`src/rtl/poly_horner_solver_if.sv`:
```
// Handshake and data bundle for poly_horner_solver: request side (enable, x, coeffs)
// and result side (y, ready, valid, overflow).
interface poly_horner_solver_if #(
    parameter int XW     = 8,
    parameter int CW     = 16,
    parameter int YW     = 16,
    parameter int DEGREE = 2
);
    logic                         enable;
    logic signed [XW-1:0]         x;
    logic [(DEGREE+1)*CW-1:0]     coeffs;
    logic signed [YW-1:0]         y;
    logic                         ready;
    logic                         valid;
    logic                         overflow;

    modport master (
        output enable, x, coeffs,
        input  y, ready, valid, overflow
    );

    modport slave (
        input  enable, x, coeffs,
        output y, ready, valid, overflow
    );
endinterface

```
`src/rtl/poly_horner_solver.sv`:
```
// Signed polynomial evaluator using Horner's method: one multiply-add per clock,
// wrap or clamp on overflow, sticky overflow flag per request.
module poly_horner_solver #(
    parameter int XW       = 8,
    parameter int CW       = 16,
    parameter int YW       = 16,
    parameter int DEGREE   = 2,
    parameter int SATURATE = 0
) (
    input logic                 clock,
    input logic                 reset,
    poly_horner_solver_if.slave bus
);
    localparam int CNTW = $clog2(DEGREE + 1);
    localparam int NK   = 1 << CNTW;
    localparam int PW   = (YW + XW > CW) ? (YW + XW) : CW;
    localparam int EW   = PW + 1;
    localparam logic [YW-1:0] YMAX = {1'b0, {(YW-1){1'b1}}};
    localparam logic [YW-1:0] YMIN = {1'b1, {(YW-1){1'b0}}};

    typedef enum logic [1:0] {IDLE, BUSY, DONE} state_t;

    state_t state, state_nx;

    logic signed [XW-1:0]   xr;
    logic signed [CW-1:0]   kin [NK];
    logic signed [CW-1:0]   kr  [NK];
    logic signed [YW-1:0]   acc;
    logic [CNTW-1:0]        cnt;
    logic                   sticky;
    logic signed [YW-1:0]   y_r;
    logic                   valid_r;
    logic                   ovf_r;

    logic signed [EW-1:0]   ax, xx, kx, exact, kd;
    logic [YW:0]            step_fit, init_fit;

    // Reduce an exact value to YW bits; MSB of the result flags out-of-range.
    function automatic logic [YW:0] fit(input logic signed [EW-1:0] v);
        logic [EW-YW:0] top;
        top = v[EW-1:YW-1];
        if ((&top) || (~|top))
            return {1'b0, v[YW-1:0]};
        else if (SATURATE != 0)
            return {1'b1, (v[EW-1] ? YMIN : YMAX)};
        else
            return {1'b1, v[YW-1:0]};
    endfunction

    always_comb begin
        kin = '{default: '0};
        for (int unsigned i = 0; i <= DEGREE; i++)
            kin[CNTW'(i)] = bus.coeffs[i*CW +: CW];
    end

    always_comb begin
        ax       = EW'(acc);
        xx       = EW'(xr);
        kx       = EW'(kr[cnt]);
        exact    = ax * xx + kx;
        kd       = EW'(kin[DEGREE]);
        step_fit = fit(exact);
        init_fit = fit(kd);
    end

    always_ff @(posedge clock or posedge reset) begin
        if (reset)
            state <= IDLE;
        else
            state <= state_nx;
    end

    always_comb begin
        state_nx = state;
        case (state)
            IDLE, DONE: if (bus.enable) state_nx = BUSY;
            BUSY:       if (cnt == '0) state_nx = DONE;
            default:    state_nx = IDLE;
        endcase
    end

    always_ff @(posedge clock or posedge reset) begin
        if (reset) begin
            xr      <= '0;
            kr      <= '{default: '0};
            acc     <= '0;
            cnt     <= '0;
            sticky  <= 1'b0;
            y_r     <= '0;
            valid_r <= 1'b0;
            ovf_r   <= 1'b0;
        end else begin
            case (state)
                IDLE, DONE: begin
                    if (bus.enable) begin
                        xr      <= bus.x;
                        kr      <= kin;
                        acc     <= init_fit[YW-1:0];
                        sticky  <= init_fit[YW];
                        cnt     <= CNTW'(DEGREE - 1);
                        valid_r <= 1'b0;
                        ovf_r   <= 1'b0;
                    end
                end
                BUSY: begin
                    acc    <= step_fit[YW-1:0];
                    sticky <= sticky | step_fit[YW];
                    cnt    <= cnt - CNTW'(1);
                    // The last step's result goes straight to y so valid lands DEGREE edges after accept.
                    if (cnt == '0) begin
                        y_r     <= step_fit[YW-1:0];
                        valid_r <= 1'b1;
                        ovf_r   <= sticky | step_fit[YW];
                    end
                end
                default: ;
            endcase
        end
    end

    assign bus.y        = y_r;
    assign bus.valid    = valid_r;
    assign bus.overflow = ovf_r;
    assign bus.ready    = (state != BUSY);
endmodule

```
`src/flat_wrapper.sv`:
```
// flat-port wrapper written by rule: the top's interface ports become plain ports
module poly_horner_solver_flat 
#(
    parameter int XW       = 8,
    parameter int CW       = 16,
    parameter int YW       = 16,
    parameter int DEGREE   = 2,
    parameter int SATURATE = 0
)
  (clock, reset, bus_enable, bus_x, bus_coeffs, bus_y, bus_ready, bus_valid, bus_overflow);
  poly_horner_solver_if #(.XW(XW), .CW(CW), .YW(YW), .DEGREE(DEGREE)) bus_i ();
  input logic clock;
  input logic reset;
  input wire logic [$bits(bus_i.enable)-1:0] bus_enable;
  input wire logic [$bits(bus_i.x)-1:0] bus_x;
  input wire logic [$bits(bus_i.coeffs)-1:0] bus_coeffs;
  output wire logic [$bits(bus_i.y)-1:0] bus_y;
  output wire logic [$bits(bus_i.ready)-1:0] bus_ready;
  output wire logic [$bits(bus_i.valid)-1:0] bus_valid;
  output wire logic [$bits(bus_i.overflow)-1:0] bus_overflow;
  assign bus_i.enable = bus_enable;
  assign bus_i.x = bus_x;
  assign bus_i.coeffs = bus_coeffs;
  assign bus_y = bus_i.y;
  assign bus_ready = bus_i.ready;
  assign bus_valid = bus_i.valid;
  assign bus_overflow = bus_i.overflow;
  poly_horner_solver #(.XW(XW), .CW(CW), .YW(YW), .DEGREE(DEGREE), .SATURATE(SATURATE)) u_core (.clock(clock), .reset(reset), .bus(bus_i));
endmodule
```
`config.mk`:
```
export PLATFORM = sky130hd
export DESIGN_NAME = poly_horner_solver_flat
export DESIGN_NICKNAME = d
export VERILOG_FILES = /design/src/rtl/poly_horner_solver_if.sv /design/src/rtl/poly_horner_solver.sv /design/src/flat_wrapper.sv
export SDC_FILE = /design/constraint.sdc
export NUM_CORES = 1
export LEC_CHECK = 0
export ABC_AREA = 1
export CAP_MARGIN = 20
export CORE_ASPECT_RATIO = 1.25
export CORE_MARGIN = 2
export CORE_UTILIZATION = 55
export DETAILED_ROUTE_END_ITERATION = 12
export MAX_ROUTING_LAYER = met4
export PLACE_DENSITY = 0.78
export SETUP_SLACK_MARGIN = 0.15
export SYNTH_ARGS = -nofsm -noshare
export SYNTH_HDL_FRONTEND = slang
export SYNTH_SLANG_ARGS = --single-unit
```
`constraint.sdc`:
```
create_clock -name clock -period 5.76 [get_ports clock]
set_clock_uncertainty 0.15 [all_clocks]
set_input_delay 1.152 -clock clock [delete_from_list [all_inputs] [get_ports clock]]
set_output_delay 1.152 -clock clock [all_outputs]
set_load 0.005 [all_outputs]
```
* Word level (Yosys, flattened, before mapping)
Index checks and enable logic that the tools add are counted.
** Word-level totals
- Bits in registers :: 95
- Input port bits :: 59
- Word-level logic and storage cells :: 51
** Operators by class
- $add $sub $neg :: 2
- $mul :: 1
- Magnitude comparators :: 1
- Equality and inequality tests :: 5
- Muxes and demuxes :: 16
- Bitwise logic cells :: 2
- Reductions and logical operators :: 13
** Operators with widths (count)
- two-way mux 16 bit :: 3
- binary-select mux 16 bit (select 2 bit) :: 1
- one-hot mux 16 bit (2 select lines) :: 1
- adder 24 x 16 -> 25 bit :: 1
- multiplier 16 x 8 -> 24 bit :: 1
- two-way mux 17 bit :: 1
- AND reduction 10 bit :: 1
- OR reduction 10 bit :: 1
- one-hot mux 2 bit (2 select lines) :: 2
- AND reduction 2 bit :: 4
- one-hot mux 1 bit (2 select lines) :: 3
- logical NOT 2 bit :: 2
- two-way mux 2 bit :: 2
- inequality test 2 x 1 -> 1 bit (second input constant) :: 2
- greater-or-equal comparator 3 bit (second input constant) :: 1
- two-way mux 1 bit :: 3
- NOT 2 -> 3 bit :: 1
- AND reduction 3 bit :: 1
- == test 2 x 1 -> 1 bit (second input constant) :: 1
- == test 2 bit (second input constant) :: 1
- inequality test 2 bit (second input constant) :: 1
- nonzero test 2 bit :: 1
- OR reduction 2 bit :: 1
- subtractor 2 x 1 -> 2 bit (second input constant) :: 1
- other kinds (3) :: 3

* Logic depth before layout (Yosys ltp)
- Word-level depth :: 12
- Gate-level depth with buffers :: 31
- Gate-level depth less buffers :: 29

* Worst setup path after synthesis
OpenSTA, ideal clock, no wires.
- Kind :: reg-to-reg
- Start point :: register u_core.cnt[1]
- End point :: register u_core.sticky
- Setup time :: 0.128 ns
- Data arrival time :: 5.089 ns
- Data required time :: 5.482 ns
- Path slack :: 0.393 ns
- Cell stages (with the launch flop) :: 28
- Buffers on the path :: 2
- Period minus slack after synthesis :: 5.367 ns
- Cells stage by stage :: dfrtp_1 -> clkbuf_1 -> inv_1 -> nor2_1 -> clkbuf_1 -> a22oi_1 -> fa_1 -> inv_1 -> fa_1 -> fa_1 -> fa_1 -> fa_1 -> ha_1 -> nand2_1 -> inv_2 -> nand3_1 -> nor2_4 -> nand3_2 -> nand3_2 -> nand2_1 -> nand2_1 -> nand2_1 -> nor2_1 -> nand3_1 -> nand2_1 -> nand2_1 -> nand2_1 -> o21ai_1
** On the way
- Cells in the longest elaborated chain, start to end :: 11
** Ends and longest elaborated chain
- start: declaration :: RTL line poly_horner_solver.sv:29 : logic [CNTW-1:0] cnt;
- start signal: assignment :: RTL line poly_horner_solver.sv:100 : cnt <= CNTW'(DEGREE - 1);
- start signal: assignment :: RTL line poly_horner_solver.sv:108 : cnt <= cnt - CNTW'(1);
- NOT 2 -> 3 bit (implied by the code) * :: RTL line poly_horner_solver.sv:59 : kx = EW'(kr[cnt]);
- binary-select mux 16 bit (select 2 bit) * :: RTL line poly_horner_solver.sv:59
- two-way mux 16 bit (implied by the code) * (2 in a row) :: RTL line poly_horner_solver.sv:59
- adder 24 x 16 -> 25 bit * :: RTL line poly_horner_solver.sv:60 : exact = ax * xx + kx;
- OR reduction 10 bit :: RTL line poly_horner_solver.sv:42 : if ((&top) || (~|top))
- logical NOT 1 bit :: RTL line poly_horner_solver.sv:42
- logical OR 1 bit * :: RTL line poly_horner_solver.sv:42
- two-way mux 17 bit * :: RTL line poly_horner_solver.sv:42
- bitwise OR 1 bit * :: RTL line poly_horner_solver.sv:107 : sticky <= sticky | step_fit[YW];
- one-hot mux 1 bit (2 select lines) * :: RTL line poly_horner_solver.sv:93 : case (state)
- end signal: assignment :: RTL line poly_horner_solver.sv:99 : sticky <= init_fit[YW];
- end signal: assignment :: RTL line poly_horner_solver.sv:107
- end: declaration :: RTL line poly_horner_solver.sv:30 : logic sticky;
Every way passes the cells marked *; elsewhere a longest branch is shown, timed or not. The select of a mux whose other input is x is not followed.
A chain may end at the register's enable or synchronous reset.

* Final worst setup path
- Start point :: register u_core.cnt[0]
- End point :: register u_core.sticky
Same word-level chain as after synthesis.

==> reports/qor.yml <==
critical_path:
  crit_path_start: "u_core.cnt[0]"
  crit_chain: "clkinvlp_4, buf_12, nor2_1, nor3_2, a21oi_2, fa_1, inv_1, fa_1, fa_1, fa_1, ha_4, ha_4, nand2_2, nor2_2, nand3_1, nand3_2, xor2_1, nand2_1, nor2_1, nand3_1, nand2_1, nand2_1, nand2_1, o21ai_1"
  critical_path_arrival_ps: 5600
  r2r-start: "u_core.cnt[0]"
  path_buf_inv: 3
  path_class: "register to register"
  crit_path_end_kind: "register"
  worst_path_largest_cell_delay_ps: 620
  critical-path-top-delay-family: "adder cells"
  path_max_fanout: 7
  start_kind: "register"
  slowest_stage: "fa_1"
  critical_path_required_ps: 5860
timing:
  hold_viol: 0
  rsz0062_at_grt: "no"
  fmax_ghz: 0.182
  post-route-min-period_ps: 5500
  setup-violations-final: 0
  slew_headroom: 0.385
  period_share: 0.956
  fin_setup_tns_ps: 0
  slew_viol_final: 0
  worst_pin_slew_ps: 918
clocking:
  clockBufferDepth: 2
  cts_buffers: 9
  cts_tree: "built"
  cts_root_buffer: "clkbuf_16"
  clock-sinks: 95
  clk_pin_slew_worst_paths_ps: 80
  insertion_delay_ps: 360
  cts-htree-levels: 3
floorplan:
  num_rows: 54
  fp.dieH_um: 152
  dieArea_mm2: 0.0186
  initial_core_util: 0.557
  core_area_mm2: 0.0173
  die_w_um: 122
  pin_count: 78
routing:
  vias_per_cell: 5.38
  wire_per_inst_um: 17.4
  drc: 0
  vias: 8371
  drtIter0Drc: 719
  ant_nets: 0
  drt_wl_total_um: 27100
  first_pass_iters: 5
grt:
  grt.total_usage: 0.301
  gr-usage-met2: 0.512
  overflow: 0
  grt_max_degree: 59
  grt_pass1_wl_um: 42400
  use_met1: 0.351
  grt.busiest_layer: "met2"
  antenna_found_initial: 0
  grt_pass1_vias: 8590
  met3_usage: 0.0312
synthesis:
  synth_warnings: 0
  netlist_instances: 1255
  netlist_area_mm2: 0.00963
  synth.distinct_cells: 31
  syn-num-nets: 1491
  synth_seq_cells: 95
  synth_seq_area_share: 0.247
  avgSynthCellArea_um2: 7.68
run_status:
  status: "completed"
cells_and_area:
  drive_above_1_share: 0.159
  finalNonFillerCells: 1557
  fin_nets: 1564
  num_antenna_cells: 0
  finish.utilization: 0.683
  final_area_mm2: 0.0118
  n_fill_cell: 1373
  syn_to_final_growth_pct: 22.7
place:
  placed_area_mm2: 0.0107
  routabilityCongestion: 0.942
  port-buffer-count: 77
  placed_cells: 1525
  dp_hpwl_um: 20500
worst_hold_path:
  hold_path.class: "register to register"
  min_from: "u_core.bus.y[5]"
job:
  cap_violations: 0
-- per-layer routing --
| metal | vias up | wire, um | part of all wire |
|---|---|---|---|
| met5 | - | 0 | 0 |
| met4 | 0 | 1560 | 0.057 |
| met3 | 124 | 1340 | 0.050 |
| met2 | 329 | 14500 | 0.53 |
| met1 | 4049 | 9730 | 0.36 |
| li1 | 3869 | - | - |
-- what timing repair did --
item                       CTS  global route
buffers inserted             1            15
hold buffers                 0             0
setup endpoints to repair    3             4
hold endpoints to repair     0             0
gates resized for setup     16           128
pin swaps                    0            64
-- worst paths after layout --
| path | to | slack [ps] | cells past startpoint |
|---|---|---|---|
| min in group asynchronous | u_core.kr[44] | 1110 | 2 |
| max in group asynchronous | u_core.cnt[0] | 3360 | 3 |
| max | u_core.sticky | 260 | 24 |
| min reg2reg | u_core.bus.y[5] | 340 | 2 |
| min | u_core.bus.y[5] | 340 | 2 |
| max reg2reg | u_core.sticky | 260 | 24 |
-- worst min-delay path: cells and delay by family, from the launching register on --
kind	cells	cell delay (ps)
AND/OR/NAND/NOR	2	100
flip-flops	1	350
-- sequential cells by signal, indices dropped and copies added (netlist names) --
| signal | count |
|---|---|
| u_core.acc | 16 |
| u_core.bus.overflow | 1 |
| u_core.bus.valid | 1 |
| u_core.bus.y | 16 |
| u_core.cnt | 2 |
| u_core.kr | 48 |
| u_core.state | 2 |
| u_core.sticky | 1 |
| u_core.xr | 8 |
-- cells by family (layout without fill, tap and decap cells) --
family | after synthesis | in the layout | share of synthesized area
simple gates | 575 | 575 | 0.244
buf+inv | 304 | 382 | 0.118
fa+ha+maj | 177 | 177 | 0.325
flops | 95 | 95 | 0.247
compound gates | 93 | 93 | 0.0556
xor+xnor | 11 | 11 | 0.0100
-- metrics by stage --
| stage | hold slack, ps | setup slack (ps) |
|---|---|---|
| after global placement | 306 | 88.7 |
| after CTS | 338 | 174 |
| final | 341 | 256 |
| after global routing | 361 | 48.1 |
| after floorplan | 291 | 393 |
| after detailed placement | 314 | 51.4 |
-- cells in the final DEF (no fill, tap or decap), types with 9 or more instances in the layout --
| cell type | count |
|---|---|
| nor2_2 | 10 |
| nor2_1 | 37 |
| inv_2 | 15 |
| ha_4 | 28 |
| buf_4 | 35 |
| inv_1 | 231 |
| a21oi_2 | 13 |
| nand2_2 | 30 |
| nand3_1 | 25 |
| fa_1 | 116 |
| ha_1 | 26 |
| dfrtp_1 | 93 |
| a21oi_1 | 13 |
| clkdlybuf4s50_1 | 77 |
| clkbuf_16 | 9 |
| o21ai_0 | 42 |
| nor2_4 | 12 |
| nand2_1 | 424 |
| nand3_2 | 13 |
-- synthesized netlist by cell type (all sizes together) --
cell    instances  area (um^2)
a21oi          29          160
a22oi           7         52.6
buf             1         3.75
clkbuf         53          199
clkinv          1         3.75
dfrtp          95         2380
fa            122         2440
ha             55          688
inv           249          935
nand2         455         1730
nand3          40          240
nand3b          1         7.51
nand4           7         43.8
nor2           59          262
nor3            7         35.0
o211ai          3         22.5
o21a            1         7.51
o21ai          45          225
o221ai          7         61.3
o22ai           1         6.26
or2             6         37.5
xnor2           7         61.3
xor2            4         35.0
-- layout make-up --
class | count | area (um^2) | area share
Tap cell | 224 | 280 | 0.0237
Sequential cell | 95 | 2380 | 0.201
Multi-Input combinational cell | 856 | 6800 | 0.575
Inverter | 250 | 947 | 0.0801
Timing Repair Buffer | 116 | 1090 | 0.0920
Clock buffer | 9 | 225 | 0.0191
Clock inverter | 7 | 105 | 0.00889
Power is left out: the tool's default activity adds up to more than one toggle a clock period on the data nets, which glitch-free logic cannot reach.
